File: src/rtl/spi_dac_word_receiver_if.sv
// SPI link between the diodController master and the DAC-side word receiver.
// The master drives all three lines; the receiver only observes them.
interface spi_dac_word_receiver_if;
    logic spi_ss;
    logic spi_clk;
    logic spi_mosi;

    modport master (
        output spi_ss,
        output spi_clk,
        output spi_mosi
    );

    modport slave (
        input spi_ss,
        input spi_clk,
        input spi_mosi
    );
endinterface

File: src/rtl/spi_dac_word_receiver.sv
// SPI mode-0 slave that oversamples the link in the clk domain and deserialises MSB-first words.
// Good frames update the DAC voltage word; short or long frames only flag an error.
module spi_dac_word_receiver #(
    parameter int DATA_WIDTH  = 8,
    parameter int SYNC_STAGES = 2,
    parameter int CNT_WIDTH   = 8
) (
    input  logic                  clk,
    input  logic                  reset,
    spi_dac_word_receiver_if.slave spi,
    output logic [DATA_WIDTH-1:0] rx_data,
    output logic                  rx_valid,
    output logic                  rx_error,
    output logic [DATA_WIDTH-1:0] dac_voltage,
    output logic [CNT_WIDTH-1:0]  frame_count,
    output logic                  busy
);

    localparam int BW = $clog2(DATA_WIDTH + 2);
    localparam logic [BW-1:0] BITS_FULL = BW'(DATA_WIDTH);
    localparam logic [BW-1:0] BITS_OVER = BW'(DATA_WIDTH + 1);
    localparam int SW = $clog2(SYNC_STAGES + 2);
    localparam logic [SW-1:0] SETTLE_MAX = SW'(SYNC_STAGES + 1);

    typedef enum logic [1:0] {
        WAIT_IDLE = 2'd0,
        IDLE      = 2'd1,
        SHIFT     = 2'd2,
        END       = 2'd3
    } state_t;

    state_t state, state_next;

    logic [SYNC_STAGES-1:0] ss_pipe, clk_pipe, mosi_pipe;
    logic                   ss_prev, clk_prev;
    logic                   ss_s, clk_s, mosi_s;
    logic                   ss_rise, ss_fall, clk_rise;
    logic [SW-1:0]          settle_cnt;
    logic                   settled;
    logic [DATA_WIDTH-1:0]  shift_reg;
    logic [BW-1:0]          bit_cnt;
    logic                   start_frame, take_bit, finish_good, finish_bad;

    assign ss_s     = ss_pipe[SYNC_STAGES-1];
    assign clk_s    = clk_pipe[SYNC_STAGES-1];
    assign mosi_s   = mosi_pipe[SYNC_STAGES-1];
    assign ss_rise  = ss_s & ~ss_prev;
    assign ss_fall  = ~ss_s & ss_prev;
    assign clk_rise = clk_s & ~clk_prev;
    assign settled  = (settle_cnt == SETTLE_MAX);
    assign busy     = (state == SHIFT);

    // Synchronisers plus one history flop per line; ss idles high so its chain resets to 1.
    always_ff @(posedge clk or negedge reset) begin
        if (!reset) begin
            ss_pipe   <= '1;
            clk_pipe  <= '0;
            mosi_pipe <= '0;
            ss_prev   <= 1'b1;
            clk_prev  <= 1'b0;
        end else begin
            ss_pipe   <= {ss_pipe[SYNC_STAGES-2:0], spi.spi_ss};
            clk_pipe  <= {clk_pipe[SYNC_STAGES-2:0], spi.spi_clk};
            mosi_pipe <= {mosi_pipe[SYNC_STAGES-2:0], spi.spi_mosi};
            ss_prev   <= ss_s;
            clk_prev  <= clk_s;
        end
    end

    // The ss chain resets to "inactive", so a pin held low through reset only becomes
    // visible after the chain flushes; WAIT_IDLE must not trust ss until then.
    always_ff @(posedge clk or negedge reset) begin
        if (!reset) begin
            settle_cnt <= '0;
        end else if (!settled) begin
            settle_cnt <= settle_cnt + SW'(1);
        end
    end

    always_ff @(posedge clk or negedge reset) begin
        if (!reset) begin
            state <= WAIT_IDLE;
        end else begin
            state <= state_next;
        end
    end

    always_comb begin
        state_next  = state;
        start_frame = 1'b0;
        take_bit    = 1'b0;
        finish_good = 1'b0;
        finish_bad  = 1'b0;
        case (state)
            WAIT_IDLE: begin
                if (settled && ss_s && ss_prev) begin
                    state_next = IDLE;
                end
            end
            IDLE: begin
                if (ss_fall) begin
                    start_frame = 1'b1;
                    state_next  = SHIFT;
                end
            end
            SHIFT: begin
                take_bit = clk_rise;
                if (ss_rise) begin
                    state_next = END;
                end
            end
            END: begin
                if (bit_cnt == BITS_FULL) begin
                    finish_good = 1'b1;
                end else if (bit_cnt != '0) begin
                    finish_bad = 1'b1;
                end
                if (ss_fall) begin
                    start_frame = 1'b1;
                    state_next  = SHIFT;
                end else begin
                    state_next  = IDLE;
                end
            end
            default: state_next = WAIT_IDLE;
        endcase
    end

    // Bits past DATA_WIDTH are counted (so the frame is flagged) but never shifted in.
    always_ff @(posedge clk or negedge reset) begin
        if (!reset) begin
            shift_reg <= '0;
            bit_cnt   <= '0;
        end else if (start_frame) begin
            shift_reg <= '0;
            bit_cnt   <= '0;
        end else if (take_bit) begin
            if (bit_cnt < BITS_FULL) begin
                shift_reg <= {shift_reg[DATA_WIDTH-2:0], mosi_s};
            end
            if (bit_cnt != BITS_OVER) begin
                bit_cnt <= bit_cnt + BW'(1);
            end
        end
    end

    always_ff @(posedge clk or negedge reset) begin
        if (!reset) begin
            rx_data     <= '0;
            rx_valid    <= 1'b0;
            rx_error    <= 1'b0;
            dac_voltage <= '0;
            frame_count <= '0;
        end else begin
            rx_valid <= finish_good;
            rx_error <= finish_bad;
            if (finish_good) begin
                rx_data     <= shift_reg;
                dac_voltage <= shift_reg;
                frame_count <= frame_count + CNT_WIDTH'(1);
            end else if (finish_bad) begin
                rx_data <= shift_reg;
            end
        end
    end

endmodule

File: src/flat_wrapper.sv
// flat-port wrapper written by rule: the top's interface ports become plain ports
module spi_dac_word_receiver_flat 
#(
    parameter int DATA_WIDTH  = 8,
    parameter int SYNC_STAGES = 2,
    parameter int CNT_WIDTH   = 8
)
  (clk, reset, rx_data, rx_valid, rx_error, dac_voltage, frame_count, busy, spi_spi_ss, spi_spi_clk, spi_spi_mosi);
  spi_dac_word_receiver_if spi_i ();
  input  logic clk;
  input  logic reset;
  output logic [DATA_WIDTH-1:0] rx_data;
  output logic rx_valid;
  output logic rx_error;
  output logic [DATA_WIDTH-1:0] dac_voltage;
  output logic [CNT_WIDTH-1:0] frame_count;
  output logic busy;
  input wire logic [$bits(spi_i.spi_ss)-1:0] spi_spi_ss;
  input wire logic [$bits(spi_i.spi_clk)-1:0] spi_spi_clk;
  input wire logic [$bits(spi_i.spi_mosi)-1:0] spi_spi_mosi;
  assign spi_i.spi_ss = spi_spi_ss;
  assign spi_i.spi_clk = spi_spi_clk;
  assign spi_i.spi_mosi = spi_spi_mosi;
  spi_dac_word_receiver #(.DATA_WIDTH(DATA_WIDTH), .SYNC_STAGES(SYNC_STAGES), .CNT_WIDTH(CNT_WIDTH)) u_core (.clk(clk), .reset(reset), .spi(spi_i), .rx_data(rx_data), .rx_valid(rx_valid), .rx_error(rx_error), .dac_voltage(dac_voltage), .frame_count(frame_count), .busy(busy));
endmodule
File: config.mk
export PLATFORM = sky130hd
export DESIGN_NAME = spi_dac_word_receiver_flat
export DESIGN_NICKNAME = d
export VERILOG_FILES = /design/src/rtl/spi_dac_word_receiver_if.sv /design/src/rtl/spi_dac_word_receiver.sv /design/src/flat_wrapper.sv
export SDC_FILE = /design/constraint.sdc
export NUM_CORES = 1
export LEC_CHECK = 0
export BUFFER_PORTS_ARGS = -buffer_cell sky130_fd_sc_hd__buf_2
export CAP_MARGIN = 20
export CORE_ASPECT_RATIO = 0.9
export CORE_MARGIN = 3
export CORE_UTILIZATION = 55
export CTS_CLUSTER_SIZE = 14
export DETAILED_ROUTE_END_ITERATION = 6
export HOLD_SLACK_MARGIN = 0.15
export PLACE_DENSITY = 0.78
export RECOVER_POWER = 100
export SLEW_MARGIN = 20
export SYNTH_ARGS = -nofsm -noshare
export SYNTH_HDL_FRONTEND = slang
export SYNTH_SLANG_ARGS = --single-unit
export TNS_END_PERCENT = 30
File: constraint.sdc
create_clock -name clk -period 2 [get_ports clk]
set_input_delay 0.1 -clock clk [delete_from_list [all_inputs] [get_ports clk]]
set_output_delay 0.1 -clock clk [all_outputs]
set_load 0.02 [all_outputs]
# Word level (Yosys, flattened, before mapping)
# Cells that the tools add are included.
[word_totals]
reg_bits = 50
elab_cells = 66
input_bits = 5
output_inout_bits = 27
[classes]
add_sub_neg = 3
muxes = 21
order_cmp = 1
eq_ne = 9
n_reduce_logical = 12
n_bitwise = 6
[op_table]
columns = ["cell", "count"]
rows = [
  ["$mux 8", 5],
  ["$mux 4", 3],
  ["$add 8x1->8 const B", 1],
  ["$mux 1", 8],
  ["$mux 2", 4],
  ["$pmux 2 s4", 1],
  ["$reduce_bool 2->1", 4],
  ["$eq 2x2->1 const B", 3],
  ["$ne 2x1->1 const B", 3],
  ["$add 4x1->4 const B", 1],
  ["$eq 4x4->1 const B", 1],
  ["$lt 4x4->1 const B", 1],
  ["$ne 4x4->1 const B", 1],
  ["$reduce_and 2->1", 2],
  ["$reduce_bool 4->1", 1],
  ["$and 1x1->1", 3],
  ["$not 1->1", 3],
  ["$reduce_and 3->1", 1],
  ["$add 2x1->2 const B", 1],
  ["$eq 2x1->1 const B", 1],
  ["$logic_and 1x1->1", 2],
  ["$logic_not 2->1", 1],
  ["$reduce_or 2->1", 1],
]

# Depth between registers and ports, before layout
# Gate-level depths: netlist of the first run.
[depth]
word_depth = 6
ltp_mapped = 6
depth_no_buf = 5

# Worst setup path after synthesis of the first run
# OpenSTA, ideal clock, no wires.
[synth_path]
kind = "register -> register"
from = "reg u_core.bit_cnt[0]"
to = "reg u_core.rx_data[0]"
path_buffers = 0
required_time_ns = 1.875
path_slack_ns = 0.379
t_arrival_ns = 1.497
period_less_slack_ns = 1.621
setup_ns = 0.125
path_stages_with_launch = 6
path_cell_list = "dfrtp_1 > inv_1 > ha_1 > nor2b_1 > a21oi_2 > mux2_2"
[synth_via]
elab_chain_len = 5
word_cells_on_any_way = 9
classes_between = "1 x eq/ne; 6 x mux; 2 x reduce/logical"
[synth_lines]
columns = ["item", "line_no", "text"]
rows = [
  ["start: declaration", "spi_dac_word_receiver.sv:41", "logic [BW-1:0] bit_cnt;"],
  ["start signal: assignment", "spi_dac_word_receiver.sv:142", "bit_cnt <= bit_cnt + BW'(1);"],
  ["$reduce_bool 4->1", "spi_dac_word_receiver.sv:115", "end else if (bit_cnt != '0) begin"],
  ["$mux 1", "spi_dac_word_receiver.sv:115", ""],
  ["$mux 1", "spi_dac_word_receiver.sv:113", "if (bit_cnt == BITS_FULL) begin"],
  ["$mux 1", "spi_dac_word_receiver.sv:94", "case (state)"],
  ["$reduce_bool 2->1 (no source line)", "-", ""],
  ["end signal: assignment", "spi_dac_word_receiver.sv:158", "rx_data <= shift_reg;"],
  ["end signal: assignment", "spi_dac_word_receiver.sv:162", "rx_data <= shift_reg;"],
  ["end: declaration", "spi_dac_word_receiver.sv:11", "output logic [DATA_WIDTH-1:0] rx_data,"],
]
# Several ways; a longest one is shown, not always the timed one.
# A chain may end at the register's enable or synchronous reset.

# Worst setup path after layout of the first run
[layout_path]
from = "reg u_core.bit_cnt[0]"
to = "reg u_core.dac_voltage[5]"
[layout_via]
elab_chain_len = 3
[layout_lines]
columns = ["item", "line_no", "text"]
rows = [
  ["$eq 4x4->1", "spi_dac_word_receiver.sv:113", ""],
  ["$mux 1", "spi_dac_word_receiver.sv:113", ""],
  ["$mux 1", "spi_dac_word_receiver.sv:94", ""],
  ["end signal: assignment", "spi_dac_word_receiver.sv:159", "dac_voltage <= shift_reg;"],
  ["end: declaration", "spi_dac_word_receiver.sv:14", "output logic [DATA_WIDTH-1:0] dac_voltage,"],
]
# No other way between the ends.

==> impl_metrics.ini, run 1 <==
[timing]
post-route-min-period_ps = 1820
maxClockFrequency_mhz = 548
rsz_0062_raised_after_global_routing = no
max_slew_margin_pct = 21.2
setup_viol = 0
setup_slack_ps = 176
finalHoldWorstSlack_ps = 361
setup-tns-final_ps = 0
hold_violations = 0
timing.clock.skew_ps = 10.6
maxSlewViolCount = 0
post-route-period-util_pct = 91.2
worstMarginPinSlew_ps = 1180

[detailed_routing]
drt-total-wl_mm = 3.77
drt_iter0_markers = 83
detail_route.wl_per_cell_um = 15.5
final_antenna_net_count = 0
detail_route.drc_violations = 0
drt-vias-per-instance = 5.58
detailed_routing_iterations_pass_1 = 4
num_vias = 1356

[synth]
synth_compound_gate_area_share_pct = 6.42
synth.lib_cells_used.distinct = 32
syn_area_um2 = 2070
seq_area_frac_synth_pct = 60.7
yosysTopAreaCell = dfrtp_1
synth.net_count = 169
synth_seq_cells = 50
syn_area_per_cell_um2 = 13.0
synth-adder-area-share_pct = 3.03
yosys.area_share.simple_pct = 11.9
syn_inst = 159
synth_xor_xnor_area_share_pct = 3.39
synth_top_area_share_pct = 56.9
synth_top_family_by_area = simple AND/OR/NAND/NOR gates
synth.mux.area_fraction_pct = 11.7
synth.top_cells.by_area = dfrtp_1, mux2_4, mux2_2, dfstp_2, nand3_1
total_of_warnings_raised_by_yosys = 0

[grt]
grtUsageTotal_pct = 18.6
antenna_violations_before_repair = 0
number_of_global_route_vias_before_repair = 1340
globalRouteOverflowTotal = 0
largest_net_degree_at_the_start_of_global_routing = 51
grt_first_pass_wirelength_mm = 6.53

[floorplan]
die_width_um = 70.6
design.die.area_um2 = 4530
floorplan.io_pins = 32
core_area_um2 = 3500
die_h_um = 64.2
fp-row-count = 20
start_util_pct = 59.0

[run]
max_cap_violations = 0

[final_layout]
post_route_cells_drive_above_1_share_pct = 14.6
syn2layout_area_growth_pct = 12.2
finish.net_count = 208
diodes = 0
final_design_utilization_pct = 66.2

[placement]
place_congestion = 0.772
place_ws_ps = 182
dp_hpwl_mm = 2.56
port-buffer-count = 31

[critical_path]
path_class = register to register
worst_ep_required_time_ps = 2190
worstSetupStartpointType = register
timing.critical_path.fanout_max = 11
worstSetupEndpointType = register
worst_ep_arrival_time_ps = 2020

[cts]
clk_tree_root_cell = clkbuf_8
number_of_sinks_driven_by_the_clock_tree = 50
cts.htree.levels = 2
cts_tree = yes
clk-insertion-delay-late_ps = 310
path_clk_slew_ps = 90
cts_setup_buffers = 0
clock_buffers_created_by_tritoncts = 5
clk_path_buf_depth = 2
cts_resized = 0

[power]
power.switching_uw = 436
power_frac_clock_pct = 33.2
leakagePower_uw = 0.00109
share_seq_of_total_power_pct = 59.5
combPwrFrac_pct = 7.3
sw_frac_of_total_pct = 24.1
power_density_nw_per_um2 = 779
power_report.internal_total_uw = 1370
ir_worst_vdd_uv = 439

[run_status]
run_status = completed

[worst_hold_path]
hold_path.class = register to register
-- area by class of cell --
class                           count  area, µm²
Fill cell                         301       1180
Multi-Input combinational cell     96        709
Inverter                            7       26.3
Sequential cell                    50       1250
Clock inverter                      2       12.5
Timing Repair Buffer               38        178
Clock buffer                        6       82.6
Tap cell                           44       55.1
-- per-stage QoR --
step / cell area, µm² / power (µW) / std cells
detailed placement: 2270 / 1240 / 231
global route: 2320 / 1890 / 243
CTS: 2400 / 1840 / 243
floorplan: 2070 / 1180 / 159
finish: 2320 / 1810 / 243
global placement: 2270 / 1230 / 231
-- power by group through the flow --
stage               logic (µW)  registers [µW]  clock network (µW)
global placement           132            1090                   0
floorplan                 84.4            1090                   0
finish                     133            1070                 599
global route               150            1080                 662
detailed placement         140            1100                   0
CTS                        146            1080                 617
-- layout by cell type (no fill, tap or decap), drive strengths merged --
cell / netlist / routed
a21oi: 12 / 12
a22o: 1 / 1
and3b: 2 / 2
and4bb: 1 / 1
buf: 2 / 5
clkbuf: 4 / 35
clkinv: 0 / 1
clkinvlp: 0 / 1
dfrtp: 47 / 47
dfstp: 3 / 3
dlygate4sd3: 0 / 4
ha: 5 / 5
inv: 7 / 7
mux2: 18 / 18
mux2i: 1 / 1
nand2: 3 / 3
nand2b: 2 / 2
nand3: 14 / 14
nand3b: 2 / 2
nand4: 1 / 1
nand4b: 1 / 1
nand4bb: 1 / 1
nor2: 3 / 3
nor2b: 1 / 1
nor3: 3 / 3
nor4: 2 / 2
o21ai: 12 / 12
or2: 2 / 2
or3: 1 / 1
xnor2: 3 / 3
xor2: 5 / 5
-- worst max-delay path, cell delays in order, from the launching register on --
cell and delay [ps]:
dfrtp_1 430, inv_1 100, ha_1 150, nand4b_1 280, or2_4 420, mux2_1 330
-- Yosys cell counts --
master and count:
o21ai_0 12, buf_2 1, or3_1 1, nor4_1 2
nand2b_1 2, nand4_1 1, dfrtp_1 47, xor2_1 5
mux2_2 10, clkbuf_1 4, a21oi_1 11, nand3_1 14
nand4b_4 1, nand2_1 3, and3b_1 2, dfstp_2 3
or2_2 1, buf_6 1, or2_4 1, inv_1 7
nor2_1 3, xnor2_1 3, mux2i_1 1, nor2b_1 1
a21oi_2 1, mux2_4 8, nand4bb_1 1, a22o_1 1
ha_1 5, and4bb_2 1, nor3_1 3, nand3b_1 2
-- final timing paths --
kind	slack, ps	cells after the start	endpoint	start
min reg2reg	360	0	u_core.clk_pipe[1]	u_core.clk_pipe[0]
min	360	0	u_core.clk_pipe[1]	u_core.clk_pipe[0]
max	180	5	u_core.dac_voltage[5]	u_core.bit_cnt[0]
max in group asynchronous	630	3	u_core.clk_prev	reset
min in group asynchronous	640	3	u_core.frame_count[7]	reset
max reg2reg	180	5	u_core.dac_voltage[5]	u_core.bit_cnt[0]
-- routing by layer --
| metal | global-route usage [%] | up-vias | share of wire, % |
|---|---|---|---|
| met5 | 0 | - | 0 |
| met4 | 9.62 | 0 | 2.1 |
| met3 | 4.56 | 9 | 5.6 |
| met2 | 27.5 | 37 | 45 |
| met1 | 25.5 | 677 | 47 |
| li1 | - | 633 | - |
-- what timing repair did --
action                                  in CTS  in global routing
hold buffers                                 4                  0
hold endpoints to repair                    50                  0
endpoints found under the setup margin       0                  0
-- cells by family after synthesis --
logic type / count (synthesis)
simple gates: 39
compound gates: 25
flops: 50
buf+inv: 13
xor+xnor: 8
fa+ha+maj: 5
mux: 19
No activity file was read; power rests on OpenSTA's default activity.
==> run 2, diff against run 1 <==
- ABC_AREA: unset -> 1
- PLACE_DENSITY: 0.78 -> 0.77
==> run 2 against run 1 <==
Against the previous run: clock power increased by 44%; power increased by 21%; die area increased by 3.0%; highest routed layer unchanged; maximum frequency increased by 22%; sequential power increased by 5%; flip-flop and latch count unchanged.
==> impl_metrics.ini, run 2 <==
[grt]
number_of_global_route_vias_before_repair = 1432
globalRouteOverflowTotal = 0
antenna_violations_before_repair = 0
grt_first_pass_wirelength_mm = 6.67
grtUsageTotal_pct = 19.1
largest_net_degree_at_the_start_of_global_routing = 21

[timing]
setup_viol = 0
hold_violations = 0
timing.clock.skew_ps = 5.90
maxSlewViolCount = 0
setup-tns-final_ps = 0
maxClockFrequency_mhz = 672
max_slew_margin_pct = 37.5
rsz_0062_raised_after_global_routing = no
post-route-min-period_ps = 1490
post-route-period-util_pct = 74.5
worstMarginPinSlew_ps = 937

[critical_path]
worstSetupEndpointType = register
worst_ep_arrival_time_ps = 1700
path_class = register to register
worst_ep_required_time_ps = 2210
worstSetupStartpointType = register
cells_on_worst_reg2reg_path = 8
timing.critical_path.fanout_max = 11

[cts]
cts_hold_repair.buffers = 4
cts.htree.levels = 2
number_of_sinks_driven_by_the_clock_tree = 50
path_clk_slew_ps = 90
cts_resized = 0
clk_tree_root_cell = clkbuf_8
clk_path_buf_depth = 2
cts_tree = yes
cts_setup_buffers = 0
clk-insertion-delay-late_ps = 310
clock_buffers_created_by_tritoncts = 5

[floorplan]
design.die.area_um2 = 4670
die_width_um = 71.7
core_area_um2 = 3550
fp-row-count = 20
floorplan.io_pins = 32
start_util_pct = 60.1
die_h_um = 65.1

[synth]
synth.net_count = 228
synth_seq_cells = 50
yosysTopAreaCell = dfrtp_1
synth-main-ff-cell = dfrtp_1
syn_inst = 218
async_reset_ff_share_pct = 100
total_of_warnings_raised_by_yosys = 0
synth_top_area_share_pct = 55.1
number_of_enable_type_register_cells_in_the_synthesized_netlist = 0
syn_area_um2 = 2130
netlist_top_cells_count = nand2_1, dfrtp_1, nand3_1
synth.most_common_cell = nand2_1
synth.lib_cells_used.distinct = 25
synth.top_cells.by_area = dfrtp_1, nand2_1, nand3_1, dfstp_2, inv_1
seq_area_frac_synth_pct = 58.8
syn_area_per_cell_um2 = 9.79

[final_layout]
commonest_cells_after_routing_fill_and_taps_aside = nand2_1, dfrtp_1, clkbuf_1
final_design_utilization_pct = 69.2
post_route_cells_drive_above_1_share_pct = 10.7
layout.cell_area.non_filler_um2 = 2460
final_common_cell = nand2_1
syn2layout_area_growth_pct = 15.2
diodes = 0
finish.net_count = 270

[power]
power_frac_clock_pct = 39.5
power.switching_uw = 526
combPwrFrac_pct = 9.4
p_total_uw = 2180
sw_frac_of_total_pct = 24.1
power_density_nw_per_um2 = 888
leakagePower_uw = 0.00125
share_seq_of_total_power_pct = 51.1
ir_worst_vdd_uv = 590
power_report.internal_total_uw = 1660

[placement]
post_place_instance_area_um2 = 2340
dp_hpwl_mm = 2.71
place_congestion = 0.861
port-buffer-count = 31

[detailed_routing]
detail_route.drc_violations = 0
drt-vias-per-instance = 5.07
final_antenna_net_count = 0
detailed_routing_iterations_pass_1 = 4
num_vias = 1547
detail_route.wl_per_cell_um = 12.8
drt_iter0_markers = 114
drt-total-wl_mm = 3.89

[worst_hold_path]
hold_path.class = register to register
min_delay_path_depth = 0

[run_status]
run_status = completed

[run]
max_cap_violations = 0
-- run 2: changes by cell type after synthesis, sizes merged, moves of 3 or more --
cell    before  now
nand4        1    5
inv          7   19
mux2        18    1
a21oi       12    3
clkbuf       4    0
nand3       14   23
nor2         3   11
buf          2    5
nor3         3    0
nand2        3   79
-- run 2: final cells by class --
type | instances | area (µm²)
Inverter | 19 | 71.3
Multi-Input combinational cell | 144 | 743
Clock buffer | 6 | 82.6
Tap cell | 44 | 55.1
Fill cell | 304 | 1090
Clock inverter | 2 | 60.1
Sequential cell | 50 | 1250
Timing Repair Buffer | 40 | 193
-- run 2: layer usage --
metal / GRT usage (%) / wire (µm)
met1: 26.2 / 1840
met2: 27.8 / 1760
met3: 5.20 / 259
met4: 9.86 / 37
met5: 0 / 0
-- run 2: critical path, stage by stage, from the launching register on --
cell and delay, ps:
dfrtp_1 430, inv_1 100, ha_1 140, nand2_1 60
nor2_1 140, buf_4 190, inv_1 150, nand2_1 110
nand2_1 50
-- run 2: cell families (layout without fill, tap and decap cells) --
group	Yosys count	after routing	share of synthesized area, %
AO/OA/AOI/OAI	13	13	3.75
adder cells (fa/ha/maj)	5	5	2.93
buffers and inverters	24	67	5.22
flip-flops	50	50	58.8
AND/OR/NAND/NOR	118	118	25.9
multiplexers	1	1	0.528
XOR/XNOR	7	7	2.87
-- run 2: metrics by stage --
stage	hold slack, ps	setup WS (ps)	std cells
2_1_floorplan	-196	725	218
3_3_place_gp	49.8	650	293
3_5_place_dp	42.8	606	293
4_1_cts	250	576	305
5_1_grt	372	336	305
6_report	358	511	305
-- run 2: path summary, 6_finish.rpt --
path / endpoint / slack (ps) / startpoint
setup / recovery: u_core.frame_count[7] / 510 / u_core.bit_cnt[0]
hold / removal: u_core.mosi_pipe[1] / 360 / u_core.mosi_pipe[0]
setup reg to reg: u_core.frame_count[7] / 510 / u_core.bit_cnt[0]
hold reg to reg: u_core.mosi_pipe[1] / 360 / u_core.mosi_pipe[0]
max in group asynchronous: u_core.ss_pipe[0] / 540 / reset
min in group asynchronous: u_core.frame_count[4] / 440 / reset
-- run 2: power by group through the flow --
| stage | Sequential, µW | Combinational, µW | Clock, µW |
|---|---|---|---|
| after floorplan | 1130 | 146 | 0 |
| after global placement | 1130 | 210 | 0 |
| after detailed placement | 1140 | 216 | 0 |
| after CTS | 1120 | 223 | 875 |
| after global routing | 1120 | 238 | 922 |
| final | 1120 | 205 | 862 |
==> run 3, diff against run 2 <==
- clock period: 2 -> 1.4 ns (I/O delays scaled with it)
==> run 3 against run 2 <==
Against the previous run: combinational power is 89% higher; sequential share of layout area decreased by 2.3 points; worst hold slack worse by 57 ps; flip-flop and latch count is the same; setup slack worse by 420 ps; design area is 4.8% higher; global-route usage grew 0.29 points.
==> impl_metrics.ini, run 3 (synthesized netlist as in run 2, its figures left out) <==
[run_status]
run_status = completed

[worst_hold_path]
hold_path.class = input port to asynchronous set/reset pin

[cts]
number_of_sinks_driven_by_the_clock_tree = 50
clk_path_buf_depth = 2
cts_tree = yes
clk_tree_root_cell = clkbuf_8
clock_buffers_created_by_tritoncts = 5
path_clk_slew_ps = 90
cts.htree.levels = 2
clk-insertion-delay-late_ps = 300

[final_layout]
commonest_cells_after_routing_fill_and_taps_aside = nand2_1, dfrtp_1, clkbuf_1
fin_cells = 310
post_route_cells_drive_above_1_share_pct = 18.4
final_design_utilization_pct = 72.6
finish.net_count = 275
diodes = 0
final_common_cell = nand2_1
fillerInstances = 265
syn2layout_area_growth_pct = 20.8

[grt]
grt_first_pass_wirelength_mm = 7.16
antenna_violations_before_repair = 0
number_of_global_route_vias_before_repair = 1659
grtUsageTotal_pct = 19.4
globalRouteOverflowTotal = 0
largest_net_degree_at_the_start_of_global_routing = 23

[critical_path]
path_class = register to register
timing.critical_path.fanout_max = 13
cpMaxStageDelayCell = dfrtp_2
worst_ep_required_time_ps = 1570
worstSetupStartpointType = register
slowest_delay_ps = 460
timing.critical_path.cells = inv_2 > nand2_2 > nor2_8 > nand2_4 > inv_1 > o21ai_0
worst_ep_arrival_time_ps = 1490
reg2reg_slack_ps = 90
worstSetupEndpointType = register

[timing]
post-route-period-util_pct = 93.9
post-route-min-period_ps = 1310
timing.clock.skew_ps = 10.5
worstMarginPinSlew_ps = 526
setup-tns-final_ps = 0
hold_violations = 0
maxSlewViolCount = 0
max_slew_margin_pct = 64.9
finalHoldWorstSlack_ps = 301
setup_viol = 0
maxClockFrequency_mhz = 761
rsz_0062_raised_after_global_routing = yes

[placement]
place_congestion = 0.798
placedCellCount = 296
port-buffer-count = 31
dp_hpwl_mm = 2.73

[floorplan]
design.die.area_um2 = 4670
die_h_um = 65.1
core_area_um2 = 3550
start_util_pct = 60.1
floorplan.io_pins = 32
die_width_um = 71.7
fp-row-count = 20

[detailed_routing]
num_vias = 1598
final_antenna_net_count = 0
detail_route.wl_per_cell_um = 12.7
drt-vias-per-instance = 5.15
detail_route.drc_violations = 0
detailed_routing_iterations_pass_1 = 4
drt-total-wl_mm = 3.92
drt_iter0_markers = 85

[run]
max_cap_violations = 0

[power]
power_density_nw_per_um2 = 1220
leakagePower_uw = 0.00130
ir_worst_vdd_uv = 840
==> run 3: where the power goes <==
group / leakage (µW) / internal, µW / switching (µW) / total, µW
Combinational: 0.000570 / 140 / 248 / 388
Clock: 0.0000683 / 715 / 457 / 1170
Sequential: 0.000661 / 1520 / 70.7 / 1590
Total: 0.00130 / 2370 / 775 / 3150
==> run 3: repair_timing <==
item | in CTS | in global routing
resized for setup | 0 | 6
setup endpoints to repair | 0 | 20
endpoints found under the hold margin | 43 | 0
buffers inserted | 0 | 1
hold buffers | 4 | 0
==> run 3: worst max-delay path, delay by kind of cell (launching register included) <==
kind / cells / cell delay [ps]
flip-flops: 1 / 460
buffers and inverters: 2 / 170
AND/OR/NAND/NOR: 3 / 470
AO/OA/AOI/OAI: 1 / 80
==> run 3: metal layers <==
metal / global-route usage (%) / part of all wire [%] / up-vias
li1: - / - / 786
met4: 7.51 / 0.64 / 0
met1: 24.4 / 46 / 770
met2: 32.6 / 48 / 38
met5: 0 / 0 / -
met3: 4.28 / 5.3 / 4
==> run 3: path summary, 6_finish.rpt <==
kind	start	endpoint	cells after the start
min in group clk	u_core.mosi_pipe[0]	u_core.mosi_pipe[1]	0
max in group asynchronous	reset	u_core.state[0]	3
max reg2reg	u_core.state[0]	u_core.shift_reg[0]	6
min	reset	u_core.frame_count[2]	2
min reg2reg	u_core.mosi_pipe[0]	u_core.mosi_pipe[1]	0
max	u_core.state[0]	u_core.shift_reg[0]	6
==> run 3: cell type report <==
cell class,count,area (µm²),area share [%]
sequential,50,1260,48.7
clock inverter,3,68.8,2.67
multi-input combinational,144,787,30.5
timing repair buffer,45,272,10.5
tap,44,55.1,2.13
clock buffer,5,68.8,2.67
inverter,19,71.3,2.77
==> run 3: per-stage QoR <==
| stage | worst slack (ps) | power, µW | instance area (µm²) |
|---|---|---|---|
| after global placement | 98.8 | 1970 | 2400 |
| final | 86.1 | 3150 | 2580 |
| after CTS | 35.4 | 3160 | 2580 |
| after detailed placement | 54.9 | 1990 | 2400 |
| after global routing | -16.9 | 3300 | 2580 |
| after floorplan | 125 | 1830 | 2130 |
